<file path="src/rtl/mac_accum.sv">
// Pipelined multiply-accumulate for tap-serial convolution with rounding, scaling and a held output.
// Optional saturation of the scaled result is enabled with the MAC_SAT_EN macro (wraps when undefined).
module mac_accum #(
  parameter int unsigned DATA_WIDTH = 16,
  parameter int unsigned COEF_WIDTH = 16,
  parameter int unsigned ACC_WIDTH  = 40,
  parameter int unsigned OUT_WIDTH  = 16,
  parameter int unsigned SHIFT      = 15
) (
  input  logic                         clk,
  input  logic                         rst,
  input  logic                         acc_clr,
  input  logic                         cnt,
  input  logic                         conv_pass,
  input  logic signed [DATA_WIDTH-1:0] data_word,
  input  logic signed [COEF_WIDTH-1:0] coef_word,
  input  logic                         out_ready,
  output logic                         out_valid,
  output logic        [OUT_WIDTH-1:0]  sample_out,
  output logic                         busy,
  output logic                         ovf
);

  localparam int unsigned PROD_W = DATA_WIDTH + COEF_WIDTH;
  localparam int unsigned RND_W  = ACC_WIDTH + 1;
  localparam logic [RND_W-1:0] HALF = RND_W'(1) << (SHIFT - 1);

  typedef enum logic [1:0] {
    S_IDLE  = 2'd0,
    S_ACCUM = 2'd1,
    S_FLUSH = 2'd2
  } state_e;

  state_e                 state_q, state_d;
  logic                   v1_q, v1_d, last1_q, last1_d;
  logic                   v2_q, v2_d, last2_q, last2_d;
  logic                   done_q, done_d;
  logic                   first_q, first_d;
  logic [ACC_WIDTH-1:0]   prod_q, prod_d;
  logic [ACC_WIDTH-1:0]   acc_q, acc_d;
  logic                   out_valid_q, out_valid_d;
  logic [OUT_WIDTH-1:0]   sample_q, sample_d;
  logic                   ovf_q, ovf_d;
  logic                   busy_q, busy_d;

  logic signed [PROD_W-1:0] prod_full_c;
  logic [RND_W-1:0]         rnd_c;
  logic [OUT_WIDTH-1:0]     scaled_c;

  // Round half up, then scale down to the output width.
  always_comb begin
    prod_full_c = PROD_W'(data_word) * PROD_W'(coef_word);
    rnd_c       = {acc_q[ACC_WIDTH-1], acc_q} + HALF;
  end

`ifdef MAC_SAT_EN
  localparam int unsigned HI_W = RND_W - OUT_WIDTH + 1;
  logic signed [RND_W-1:0] shr_c;
  logic [HI_W-1:0]         hi_c;
  always_comb begin
    shr_c = $signed(rnd_c) >>> SHIFT;
    hi_c  = shr_c[RND_W-1:OUT_WIDTH-1];
    if ((&hi_c) || !(|hi_c)) begin
      scaled_c = shr_c[OUT_WIDTH-1:0];
    end else if (shr_c[RND_W-1]) begin
      scaled_c = {1'b1, {(OUT_WIDTH-1){1'b0}}};
    end else begin
      scaled_c = {1'b0, {(OUT_WIDTH-1){1'b1}}};
    end
  end
`else
  always_comb begin
    scaled_c = OUT_WIDTH'($signed(rnd_c) >>> SHIFT);
  end
`endif

  // Pipeline, accumulator, output holding register and control FSM next-state.
  always_comb begin
    state_d     = state_q;
    v1_d        = cnt;
    last1_d     = cnt & conv_pass;
    v2_d        = v1_q;
    last2_d     = last1_q;
    done_d      = v2_q & last2_q;
    prod_d      = prod_q;
    acc_d       = acc_q;
    first_d     = first_q;
    out_valid_d = out_valid_q;
    sample_d    = sample_q;
    ovf_d       = ovf_q;

    if (v1_q) begin
      prod_d = {{(ACC_WIDTH-PROD_W){prod_full_c[PROD_W-1]}}, prod_full_c};
    end

    if (v2_q) begin
      acc_d   = first_q ? prod_q : acc_q + prod_q;
      first_d = last2_q;
    end

    if (done_q) begin
      if (out_valid_q && !out_ready) begin
        ovf_d = 1'b1;
      end else begin
        sample_d    = scaled_c;
        out_valid_d = 1'b1;
      end
    end else if (out_valid_q && out_ready) begin
      out_valid_d = 1'b0;
    end

    case (state_q)
      S_IDLE: begin
        if (cnt) state_d = conv_pass ? S_FLUSH : S_ACCUM;
      end
      S_ACCUM: begin
        if (cnt && conv_pass) state_d = S_FLUSH;
      end
      S_FLUSH: begin
        if (cnt)         state_d = conv_pass ? S_FLUSH : S_ACCUM;
        else if (done_q) state_d = S_IDLE;
      end
      default: state_d = S_IDLE;
    endcase

    busy_d = (state_d != S_IDLE);
  end

  // acc_clr flushes everything except the last delivered sample value.
  always_ff @(posedge clk or negedge rst) begin
    if (!rst) begin
      state_q     <= S_IDLE;
      v1_q        <= 1'b0;
      last1_q     <= 1'b0;
      v2_q        <= 1'b0;
      last2_q     <= 1'b0;
      done_q      <= 1'b0;
      prod_q      <= '0;
      acc_q       <= '0;
      first_q     <= 1'b1;
      out_valid_q <= 1'b0;
      sample_q    <= '0;
      ovf_q       <= 1'b0;
      busy_q      <= 1'b0;
    end else if (acc_clr) begin
      state_q     <= S_IDLE;
      v1_q        <= 1'b0;
      last1_q     <= 1'b0;
      v2_q        <= 1'b0;
      last2_q     <= 1'b0;
      done_q      <= 1'b0;
      prod_q      <= '0;
      acc_q       <= '0;
      first_q     <= 1'b1;
      out_valid_q <= 1'b0;
      ovf_q       <= 1'b0;
      busy_q      <= 1'b0;
    end else begin
      state_q     <= state_d;
      v1_q        <= v1_d;
      last1_q     <= last1_d;
      v2_q        <= v2_d;
      last2_q     <= last2_d;
      done_q      <= done_d;
      prod_q      <= prod_d;
      acc_q       <= acc_d;
      first_q     <= first_d;
      out_valid_q <= out_valid_d;
      sample_q    <= sample_d;
      ovf_q       <= ovf_d;
      busy_q      <= busy_d;
    end
  end

  assign out_valid  = out_valid_q;
  assign sample_out = sample_q;
  assign busy       = busy_q;
  assign ovf        = ovf_q;

endmodule
</file>
<file path="config.mk">
export PLATFORM = sky130hd
export DESIGN_NAME = mac_accum
export DESIGN_NICKNAME = d
export VERILOG_FILES = /design/src/rtl/mac_accum.sv
export SDC_FILE = /design/constraint.sdc
export NUM_CORES = 1
export LEC_CHECK = 0
export ABC_AREA = 1
export BUFFER_PORTS_ARGS = -buffer_cell sky130_fd_sc_hd__buf_2
export CORE_AREA = 2 2 167 251
export CTS_CLUSTER_SIZE = 8
export DETAILED_ROUTE_END_ITERATION = 8
export DIE_AREA = 0 0 169 253
export SYNTH_ARGS = -nofsm -noshare
export SYNTH_HDL_FRONTEND = slang
export SYNTH_SLANG_ARGS = --single-unit
</file>
<file path="constraint.sdc">
create_clock -name clk -period 2.2 [get_ports clk]
set_clock_uncertainty 0.05 [all_clocks]
set_input_delay 0.44 -clock clk [delete_from_list [all_inputs] [get_ports clk]]
set_output_delay 0.44 -clock clk [all_outputs]
set_load 0.05 [all_outputs]
</file>
==> impl_metrics.toml <==
[synth]
synthAdderAreaFrac_pct = 40.5
synthCells = 2171
synth_ff_type = "dfrtp_1"
synthMuxAreaShare_pct = 0
synth_area_leaders = "fa_1 (32%), dfrtp_1 (14%), nand2_1 (13%), inv_1 (12%), ha_1 (8.6%)"
avgSynthCellArea_sq_um = 7.43
yosysSeqAreaShare_pct = 13.8
synth_edf_count = 0
synth_cell_types = 49
synth_top_family_by_area = "adder cells"
synth_xor_area_share_pct = 2.06
synthArstFlopShare_pct = 100
synth_simple_gate_area_share_pct = 21.2
synth-compound-area-share_pct = 8.07
synth-warning-count = 0
syn_area_sq_mm = 0.0161
synth_common_cells = "nand2_1 (578), inv_1 (535), fa_1 (257)"
synth_top_cell_area_share_pct = 31.9
ys_ff_latch = 89
synth_most_common_cell = "nand2_1"
synth_top_cell_by_area = "fa_1"
syn_nets = 2577

[critical_path]
cpMostUsedCell = "inv_2"
worstSetupStartpointType = "primary input"
crit_buf_inv = 8
crit_type = "in -> reg"
crit_slowest_cell = "fa_2"
slowest_delay_ns = 0.56
cp_top_family = "adder cells"
crit_arrival_ns = 5.41
worst_ep_required_time_ns = 2.37
end_kind = "register"
path_cells = "buf_12, nand2_4, inv_2, fa_1, inv_2, fa_1, fa_2, inv_2, fa_1, fa_1, inv_2, fa_1, inv_2, ha_4, nand2_4, buf_6, nor2_4, inv_2, o21ai_2, nand2_1, nand3_2, a21oi_4, o21ai_4, o21ai_2"
worst-path-max-fanout = 6

[cts]
cts_root_buf = "clkbuf_16"
cts_tree = "built"
cts.sinks = 89
cts_buffers = 9
htreeDepth = 3
cts_buffer_depth = 2
worstSkewPairLatency_ns = 0.37
clkTransAtPathRegs_ns = 0.07

[grt]
antenna_found_initial = 0
grt-ovfl-total = 0
use_met2_pct = 49.8
grt_pass1_vias = 16500
grtUsageTotal_pct = 25.3
busiest_layer = "met2"
grt_max_degree = 45
grt_util_met3_pct = 1.86
use_met1_pct = 24.7
grt_pass1_wl_um = 84200

[routing]
drtAntennaViolNets = 0
dr.pass1.iters = 4
wl_per_cell_um = 17.8
wl_um = 53200
drt_iter0_drc = 701
num_vias = 15000
routed_via_density = 5.00
remaining_drc_errors = 0

[cells_and_area]
diodes = 0
multi_input_area_sq_mm = 0.0139
syn2layout_area_growth_pct = 39.0
seq_area_sq_mm = 0.00223
finalCoreUtilization_pct = 55.0
fin_cells = 2995
final_area_sq_mm = 0.0224
fillers = 3728
nets = 2885
drive_above_1_share_pct = 34.5

[floorplanning]
rows = 91
start_util_pct = 39.6
die_area_sq_mm = 0.0428
fp.coreArea_sq_mm = 0.0408
die_x_um = 169
die_h_um = 253
ios = 57

[placement]
place_area_sq_mm = 0.0196
io_buffers = 56
dp.cells = 2935
place_ws_ns = -3.56
dp_hpwl_um = 44700
place_congestion = 0.976

[run_status]
violations = "negative setup slack"
status = "complete, but fails checks"

[sta]
rsz0062_at_grt = "yes"
fmax_mhz = 191
final-setup-viol-count = 28
worstMarginPinSlew_ns = 0.834
setup_slack_ns = -3.03
slew_headroom_pct = 44.3
min_period_ns = 5.23
hold_viol_final = 0
post-route-period-util_pct = 238
slew_violations = 0

[job]
drv_cap = 0

[worst_hold_path]
hp-class = "in -> reg"
==> routing by layer <==
layer | vias up | part of all wire, %
met5 | - | 0
met4 | 0 | 8.6
met3 | 178 | 2.3
met2 | 305 | 56
met1 | 7428 | 33
li1 | 7066 | -
==> area by class of cell <==
type / count / area share, %
clock inverters: 7 / 0.480
inverters: 541 / 9.13
repair buffers: 373 / 14.8
flip-flops and latches: 89 / 9.94
multi-input cells: 1465 / 61.8
well taps: 511 / 2.85
clock buffers: 9 / 1.00
==> kinds of logic after synthesis <==
group,after synthesis
AND/OR/NAND/NOR,825
buffers and inverters,617
adder cells (fa/ha/maj),368
AO/OA/AOI/OAI,234
flip-flops,89
XOR/XNOR,38
==> placed cells by master, fill, tap and decap left out, drive strengths merged, types with 12 or more instances in the layout <==
| cell | instances |
|---|---|
| nor2 | 121 |
| a21oi | 102 |
| o21bai | 15 |
| nand3 | 68 |
| ha | 111 |
| nand2 | 579 |
| nor3 | 17 |
| fa | 257 |
| xnor2 | 12 |
| inv | 544 |
| xor2 | 26 |
| buf | 369 |
| clkbuf | 12 |
| nand4 | 21 |
| dfrtp | 88 |
| o21ai | 82 |
==> what timing repair did <==
item | in CTS | in global routing
resized for setup | 320 | 215
setup buffers | 26 | 15
hold endpoints to repair | 18 | 0
cloned | 1 | 3
pin swaps | 125 | 148
hold buffers | 1 | 0
endpoints found under the setup margin | 44 | 50
==> flip-flops by register name, indices dropped and copies added, names as in the netlist, 2 cells and up <==
register / count
acc_q: 31
prod_q: 31
state_q: 2
sample_out: 16
==> per-stage QoR <==
step | TNS (ns) | hold WS [ns]
after floorplan | -69.35 | 0.0944
after global routing | -75.09 | 0.268
final | -71.04 | 0.258
after CTS | -70.18 | 0.242
after detailed placement | -86.43 | 0.314
after global placement | -85.57 | 0.316
==> worst reg2reg max path, cell delays in order (launching register included) <==
cell,delay [ns]
dfrtp_1,0.37
ha_2,0.20
inv_2,0.04
fa_2,0.36
buf_6,0.13
inv_4,0.06
buf_6,0.09
nand3_2,0.06
nand3b_1,0.21
nand2_1,0.12
nand3_1,0.09
nand2_1,0.06
nand3_1,0.09
nand2_2,0.07
nand2_1,0.09
==> path summary, 6_finish.rpt <==
| check | startpoint | endpoint | slack [ns] | cells after the start |
|---|---|---|---|---|
| setup / recovery | coef_word[5] | prod_q[22] | -3.03 | 24 |
| hold / removal | conv_pass | last1_q | 0.26 | 3 |
| setup reg to reg | prod_q[0] | acc_q[26] | 0.04 | 14 |
| hold reg to reg | last1_q | last2_q | 0.43 | 2 |
| max in group asynchronous | rst | first_q | 1.00 | 3 |
| min in group asynchronous | rst | prod_q[15] | 0.47 | 2 |
Power is left out: the tool's default activity adds up to more than one toggle a clock period on the data nets, which glitch-free logic cannot reach.
